===== src/rtl/sfu_pkg.sv =====
// Shared definitions for the sequential special-function unit:
// default widths, operation codes and FSM state encoding.
package sfu_pkg;

    localparam int unsigned SFU_W   = 16;
    localparam int unsigned SFU_SHW = 4;

    localparam logic [1:0] OP_MUL = 2'b00;
    localparam logic [1:0] OP_ADD = 2'b01;
    localparam logic [1:0] OP_ASR = 2'b10;
    localparam logic [1:0] OP_BIT = 2'b11;

    typedef enum logic [1:0] {
        ST_IDLE  = 2'd0,
        ST_MUL   = 2'd1,
        ST_SHIFT = 2'd2
    } state_e;

endpackage


===== src/rtl/sfu_mul_iter.sv =====
// Iterative shift-add multiplier, one multiplier bit per step.
// load performs the first step directly from the operands, so a full
// W-bit product needs load followed by W-1 steps. Only the low W bits
// of the product are kept.
module sfu_mul_iter
    import sfu_pkg::*;
#(
    parameter int W = SFU_W
) (
    input  logic         CLK,
    input  logic         RST,
    input  logic         load,
    input  logic         step,
    input  logic [W-1:0] a,
    input  logic [W-1:0] b,
    output logic [W-1:0] product
);

    logic [W-1:0] acc_q,    acc_d;
    logic [W-1:0] mcand_q,  mcand_d;
    logic [W-1:0] mplier_q, mplier_d;

    // Next accumulator / shifted operands for a load or a single step.
    always_comb begin
        // NOTE: every always_comb output gets a default first so no path leaves it unassigned, which would infer a latch.
        acc_d    = acc_q;
        mcand_d  = mcand_q;
        mplier_d = mplier_q;
        if (load) begin
            acc_d    = b[0] ? a : '0;
            mcand_d  = a << 1;
            mplier_d = b >> 1;
        end else if (step) begin
            if (mplier_q[0]) begin
                acc_d = acc_q + mcand_q;
            end
            mcand_d  = mcand_q << 1;
            mplier_d = mplier_q >> 1;
        end
    end

    // Multiplier iteration registers.
    always_ff @(posedge CLK) begin
        // NOTE: sequential state is assigned with <= so every flop samples pre-edge values regardless of statement order.
        if (RST) begin
            acc_q    <= '0;
            mcand_q  <= '0;
            mplier_q <= '0;
        end else begin
            acc_q    <= acc_d;
            mcand_q  <= mcand_d;
            mplier_q <= mplier_d;
        end
    end

    assign product = acc_q;

endmodule


===== src/rtl/sfu_seq.sv =====
// Sequential special-function unit: add-with-carry and bit set/clear/test
// complete in one cycle; multiply (W cycles busy) and arithmetic shift
// right (one cycle per shift position) iterate under a small FSM.
module sfu_seq
    import sfu_pkg::*;
#(
    parameter int W   = SFU_W,
    parameter int SHW = SFU_SHW
) (
    input  logic         CLK,
    input  logic         RST,
    input  logic         Start,
    input  logic         SFU_sel,
    input  logic [1:0]   S,
    input  logic         Set,
    input  logic         Tst,
    input  logic [W-1:0] A,
    input  logic [W-1:0] B,
    input  logic         C_in,
    output logic [W-1:0] F,
    output logic         V,
    output logic         C,
    output logic         N,
    output logic         Z,
    output logic         Busy,
    output logic         Done
);

    state_e         state_q, state_d;
    logic [W-1:0]   f_q, f_d;
    logic           v_q, v_d, c_q, c_d, n_q, n_d, z_q, z_d;
    logic           done_q, done_d;
    logic [W-1:0]   sh_q, sh_d;
    logic [SHW-1:0] cnt_q, cnt_d;

    logic           accept;
    logic [SHW-1:0] k;
    logic [W:0]     add_sum;
    logic [W-1:0]   bit_mask;
    logic [W-1:0]   asr_next;
    logic           bit_test;
    logic           mul_load, mul_step;
    logic [W-1:0]   mul_product;

    assign accept   = (state_q == ST_IDLE) && Start && SFU_sel;
    assign k        = B[SHW-1:0];
    assign add_sum  = {1'b0, A} + {1'b0, B} + {{W{1'b0}}, C_in};
    assign bit_mask = {{(W-1){1'b0}}, 1'b1} << k;
    assign asr_next = {sh_q[W-1], sh_q[W-1:1]};

    sfu_mul_iter #(.W(W)) u_mul (
        .CLK     (CLK),
        .RST     (RST),
        .load    (mul_load),
        .step    (mul_step),
        .a       (A),
        .b       (B),
        .product (mul_product)
    );

    // FSM state register; reset wins over any pending request.
    always_ff @(posedge CLK) begin
        if (RST) begin
            state_q <= ST_IDLE;
        end else begin
            state_q <= state_d;
        end
    end

    // FSM next state: only multiply and non-zero shifts leave IDLE.
    always_comb begin
        state_d = state_q;
        unique case (state_q)
            ST_IDLE: begin
                if (accept) begin
                    if (S == OP_MUL) begin
                        state_d = ST_MUL;
                    end else if (S == OP_ASR && k != '0) begin
                        state_d = ST_SHIFT;
                    end
                end
            end
            ST_MUL:   if (cnt_q == '0)        state_d = ST_IDLE;
            ST_SHIFT: if (cnt_q == SHW'(1))   state_d = ST_IDLE;
            default:  state_d = ST_IDLE;
        endcase
    end

    // FSM outputs and registered result/flag outputs.
    always_comb begin
        Busy = (state_q != ST_IDLE);
        Done = done_q;
        F    = f_q;
        V    = v_q;
        C    = c_q;
        N    = n_q;
        Z    = z_q;
    end

    // Datapath: result, flags and iteration registers for each operation.
    always_comb begin
        f_d      = f_q;
        v_d      = v_q;
        c_d      = c_q;
        n_d      = n_q;
        z_d      = z_q;
        sh_d     = sh_q;
        cnt_d    = cnt_q;
        done_d   = 1'b0;
        bit_test = 1'b0;
        mul_load = 1'b0;
        mul_step = 1'b0;
        unique case (state_q)
            ST_IDLE: begin
                if (accept) begin
                    unique case (S)
                        OP_ADD: begin
                            f_d    = add_sum[W-1:0];
                            c_d    = add_sum[W];
                            v_d    = (A[W-1] == B[W-1]) && (add_sum[W-1] != A[W-1]);
                            done_d = 1'b1;
                        end
                        OP_BIT: begin
                            if (Set) begin
                                f_d = A | bit_mask;
                            end else if (Tst) begin
                                f_d      = A;
                                bit_test = 1'b1;
                            end else begin
                                f_d = A & ~bit_mask;
                            end
                            c_d    = 1'b0;
                            v_d    = 1'b0;
                            done_d = 1'b1;
                        end
                        OP_ASR: begin
                            if (k == '0) begin
                                f_d    = A;
                                c_d    = 1'b0;
                                v_d    = 1'b0;
                                done_d = 1'b1;
                            end else begin
                                sh_d  = A;
                                cnt_d = k;
                            end
                        end
                        default: begin
                            // Multiply: the load performs the first of W steps.
                            mul_load = 1'b1;
                            cnt_d    = SHW'(W - 1);
                        end
                    endcase
                end
            end
            ST_MUL: begin
                if (cnt_q != '0) begin
                    mul_step = 1'b1;
                    cnt_d    = cnt_q - SHW'(1);
                end else begin
                    f_d    = mul_product;
                    c_d    = 1'b0;
                    v_d    = 1'b0;
                    done_d = 1'b1;
                end
            end
            ST_SHIFT: begin
                // The final shift goes straight to F so Done lands n+1 cycles after acceptance.
                if (cnt_q == SHW'(1)) begin
                    f_d    = asr_next;
                    c_d    = sh_q[0];
                    v_d    = 1'b0;
                    done_d = 1'b1;
                    cnt_d  = '0;
                end else begin
                    sh_d  = asr_next;
                    cnt_d = cnt_q - SHW'(1);
                end
            end
            default: ;
        endcase
        if (done_d) begin
            n_d = f_d[W-1];
            z_d = bit_test ? ~A[k] : (f_d == '0);
        end
    end

    // Result, flag and iteration registers.
    always_ff @(posedge CLK) begin
        // NOTE: iteration registers are reset along with the outputs so an abandoned operation leaves no residue.
        if (RST) begin
            f_q    <= '0;
            v_q    <= 1'b0;
            c_q    <= 1'b0;
            n_q    <= 1'b0;
            z_q    <= 1'b0;
            done_q <= 1'b0;
            sh_q   <= '0;
            cnt_q  <= '0;
        end else begin
            f_q    <= f_d;
            v_q    <= v_d;
            c_q    <= c_d;
            n_q    <= n_d;
            z_q    <= z_d;
            done_q <= done_d;
            sh_q   <= sh_d;
            cnt_q  <= cnt_d;
        end
    end

endmodule


===== config.mk =====
export PLATFORM = sky130hd
export DESIGN_NAME = sfu_seq
export DESIGN_NICKNAME = d
export VERILOG_FILES = /design/src/rtl/sfu_pkg.sv /design/src/rtl/sfu_mul_iter.sv /design/src/rtl/sfu_seq.sv
export SDC_FILE = /design/constraint.sdc
export NUM_CORES = 1
export LEC_CHECK = 0
export BUFFER_PORTS_ARGS = -buffer_cell sky130_fd_sc_hd__buf_2
export CAP_MARGIN = 10
export CORE_AREA = 2 2 118 120
export DETAILED_ROUTE_END_ITERATION = 12
export DIE_AREA = 0 0 120 122
export GPL_TIMING_DRIVEN = 1
export HOLD_SLACK_MARGIN = 0.03
export PLACE_DENSITY_LB_ADDON = 0.05
export SYNTH_ARGS = -nofsm -noshare
export SYNTH_HDL_FRONTEND = slang
export SYNTH_SLANG_ARGS = --single-unit

===== constraint.sdc =====
create_clock -name CLK -period 6.9 [get_ports CLK]
set_input_delay 0.69 -clock CLK [delete_from_list [all_inputs] [get_ports CLK]]
set_output_delay 0.69 -clock CLK [all_outputs]
set_load 0.05 [all_outputs]

==> impl_results.md <==
* Outcome: finished, final reports clean
* Number of DRC markers in iteration 0 at 667
* CP max stage delay at 0.55 ns
* Minimum clock period at 4.08 ns
* Worst R2R Setup Slack at 3.24 ns
* Setup CP Type: input port to flop
* Antenna violations before repair at 0
* FF+latch count, synth at 89
* Max Slew Vio Count at 0
* Max Cap Viol at 0
* # port buffers at 62
* Synth Flop Type: dfxtp_1
* CTS resizes at 0
* WL/cell at 21.5 um
* RePlAce Congestion at 0.949
* Final #Nets at 949
* Fillers at 1372
* Number of global-route vias before repair at 6144
* Core area at 13500 um^2
* IO Pins at 63
* Critical Path End Type: flop
* Fin area at 7130 um^2
* Mean Syn Cell Area at 7.59 um^2
* CP Launch Type: input port
* Die H at 122 um
* Net Count, Synth at 924
* Total power at 1430 uW
* Area delta synth->final at 11.3%
* CP arrival at 4.33 ns
* Worst Tran Pin Value at 1.15 ns
* Placed instance area at 6820 um^2
* CP dominant cell by count: fa_1
* DRT Pass-1 Iters at 5
* Inserted Diodes at 0
* Later-pin clock latency in the skew report at 0.36 ns
* CTS tree: built
* Count of cell types in the netlist at 64
* Setup Buffers After CTS at 0
* Hold_buf cts at 0
* Post-synth EDFFs at 0
* Required @ worst endpoint at 7.14 ns
* Critical path cell sequence: buf_2 > fa_1 > fa_1 > a211oi_1 > o21ai_0 > a2111oi_0 > o41ai_1 > xnor2_1 > nand2_1 > a31oi_1 > o22ai_1 > and4_1 > a41o_1
* Rows at 43
* GRT Resource Usage Total at 31.5%
* Setup TNS at 0 ns
* CP Max Fanout at 33
* Vias at 6679
* Residual DRC at 0
* GRT Residual Overflow at 0
* Peak VDD IR at 118 uV
* Slowest CP cell: fa_1
* Post-DRT Antenna Nets at 0
* Post-Place Cells at 1038
* Htree depth at 3
* Hold WC Path Type: flop to flop
* Root Buffer: clkbuf_16
* Hold_sp: u_mul.mplier_q[4]
* Largest net degree at the start of global routing at 74
* Hold Vio Cnt, Final at 0
* Die Wd at 120 um
* Post-synthesis sequential area ratio at 27.8%
* First-pass GRT wire length at 35.5 mm
* Max clock buf depth at 2
* Critical Path End: Z
* Post-DP HPWL at 16.7 mm
* Reg2reg start: state_q[1]
* Most common cell after layout, fill and taps aside: nor2_1
* CP Launch Point: B[0]
* Mapped Cells at 844
* R2R cell count at 11
* Routed vias/inst at 6.34
* DIE AREA at 14600 um^2
* Synth Cell Area at 6400 um^2
* Fraction of registers with async set/reset at 0%
* RSZ-0062 raised after global routing: false
* Number of synthesis warnings at 0
* Initial core utilization at 47.4%
* Max frequency at 0.245 GHz
* TritonCTS sink count at 89
* Most frequent cells in the layout: nor2_1 (112), nand2_1 (106), dfxtp_1 (89)
* Setup violations, final at 0
* Pwr Density at 200 nW/um^2
* Total CTS buffers at 9
* GRT busiest layer: met2
* Met2 Usage GRT at 48.6%
* Met3 Usage GRT at 5.48%
* Leak at 0.00270 uW
* Layout cell share with drive strength beyond 1 at 11.8%
* Post-route clock period utilization at 59.2%
* Met1 global-route usage at 43.2%
* R2r endpoint: Z
* Routed WL at 22.7 mm
* Post-Layout Cell Count at 1054
* Slew headroom at 23.0%
* CTS clock-pin slew for the worst setup and hold paths at 0.06 ns
* Skew final at 0.0121 ns
[critical path, delay by kind of cell]
kind / cells / cell delay (ns)
and+or+nand+nor: 2 / 0.27
xor gates and xnor gates: 1 / 0.18
AOI/OAI and AO/OA: 7 / 1.86
adders and majority gates: 2 / 1.01
buffers and inverters: 1 / 0.32
[cell type report]
cell class | instances | area, um^2 | share of cell area (%)
Timing Repair Buffer | 72 | 385 | 5.41
Sequential cell | 89 | 1780 | 25.0
Clock inverter | 6 | 75.1 | 1.05
Multi-Input combinational cell | 678 | 4360 | 61.2
Clock buffer | 10 | 229 | 3.21
Tap cell | 180 | 225 | 3.16
Inverter | 19 | 71.3 | 1.00
[where the power goes]
group | switching (uW) | leakage, uW | internal [uW]
clock network | 226 | 0.000145 | 286
logic | 225 | 0.00183 | 121
registers | 26.9 | 0.000724 | 543
total | 477 | 0.00270 | 950
[worst min path at each step]
stage                     cells after the start  slack [ns]                  to
after floorplan                               2        0.44    u_mul.product[0]
final                                         2        0.47   u_mul.mplier_q[3]
after global placement                        2        0.46  u_mul.mplier_q[14]
after detailed placement                      2        0.47   u_mul.mplier_q[3]
after CTS                                     2        0.48   u_mul.mplier_q[3]
after global routing                          2        0.50   u_mul.mplier_q[6]
[flip-flops by register name (all words and copies together) (netlist names), 2 cells and up]
| signal | cells |
|---|---|
| F | 16 |
| cnt_q | 4 |
| sh_q | 16 |
| state_q | 2 |
| u_mul.mcand_q | 15 |
| u_mul.mplier_q | 15 |
| u_mul.product | 16 |
[Yosys cell counts (3+ instances only)]
| master | instances | area share, % |
|---|---|---|
| nor2_1 | 112 | 6.6 |
| nand2_1 | 107 | 6.3 |
| dfxtp_1 | 89 | 28 |
| a21oi_1 | 55 | 4.3 |
| clkbuf_1 | 52 | 3.0 |
| o21ai_0 | 39 | 3.0 |
| a311oi_1 | 36 | 4.9 |
| ha_1 | 36 | 7.0 |
| a211oi_1 | 35 | 4.1 |
| nor3_1 | 30 | 2.3 |
| nand3_1 | 25 | 2.0 |
| mux2i_1 | 21 | 3.3 |
| inv_1 | 19 | 1.1 |
| nor2b_1 | 16 | 1.6 |
| a22oi_1 | 14 | 1.6 |
| or3_1 | 12 | 1.2 |
| xnor2_1 | 11 | 1.5 |
| nand2b_1 | 9 | 0.88 |
| xor2_1 | 9 | 1.2 |
| a21o_1 | 7 | 0.82 |
| a31oi_1 | 7 | 0.68 |
| o22ai_1 | 7 | 0.68 |
| a221oi_1 | 6 | 0.82 |
| o221ai_1 | 6 | 0.82 |
| mux4_2 | 5 | 1.8 |
| nor3b_1 | 5 | 0.59 |
| a22o_1 | 4 | 0.55 |
| nor4_1 | 4 | 0.39 |
| o211ai_1 | 4 | 0.47 |
| a222oi_1 | 3 | 0.47 |
| and3_1 | 3 | 0.29 |
| buf_1 | 3 | 0.18 |
| fa_1 | 3 | 0.94 |
| nand4_1 | 3 | 0.29 |
| o21a_1 | 3 | 0.35 |
| o21bai_1 | 3 | 0.35 |
| o31ai_1 | 3 | 0.35 |
[per-layer routing]
metal,vias up,share of wire (%)
met3,54,7.8
li1,3198,-
met4,0,3.2
met1,3129,45
met5,-,0
met2,298,44
[kinds of logic (layout without fill, tap and decap cells)]
kind of cell	Yosys count	count (layout)	synth area share [%]
and+or+nand+nor	339	339	24.1
adders and majority gates	39	39	7.97
DFF	89	89	27.8
muxes	26	26	5.04
xor gates and xnor gates	20	20	2.73
AOI/OAI and AO/OA	254	254	27.7
buffers and inverters	77	107	4.67
[through the flow]
step | setup slack (ns) | utilization [%] | hold WS, ns
after floorplan | 3.32 | - | 0.436
after global placement | 2.59 | 50.5 | 0.456
after global routing | 2.48 | 52.8 | 0.497
after CTS | 2.85 | 52.8 | 0.478
final | 2.82 | 52.8 | 0.474
after detailed placement | 2.48 | 50.5 | 0.469
Note: power is estimated with default switching activity, not from simulation.
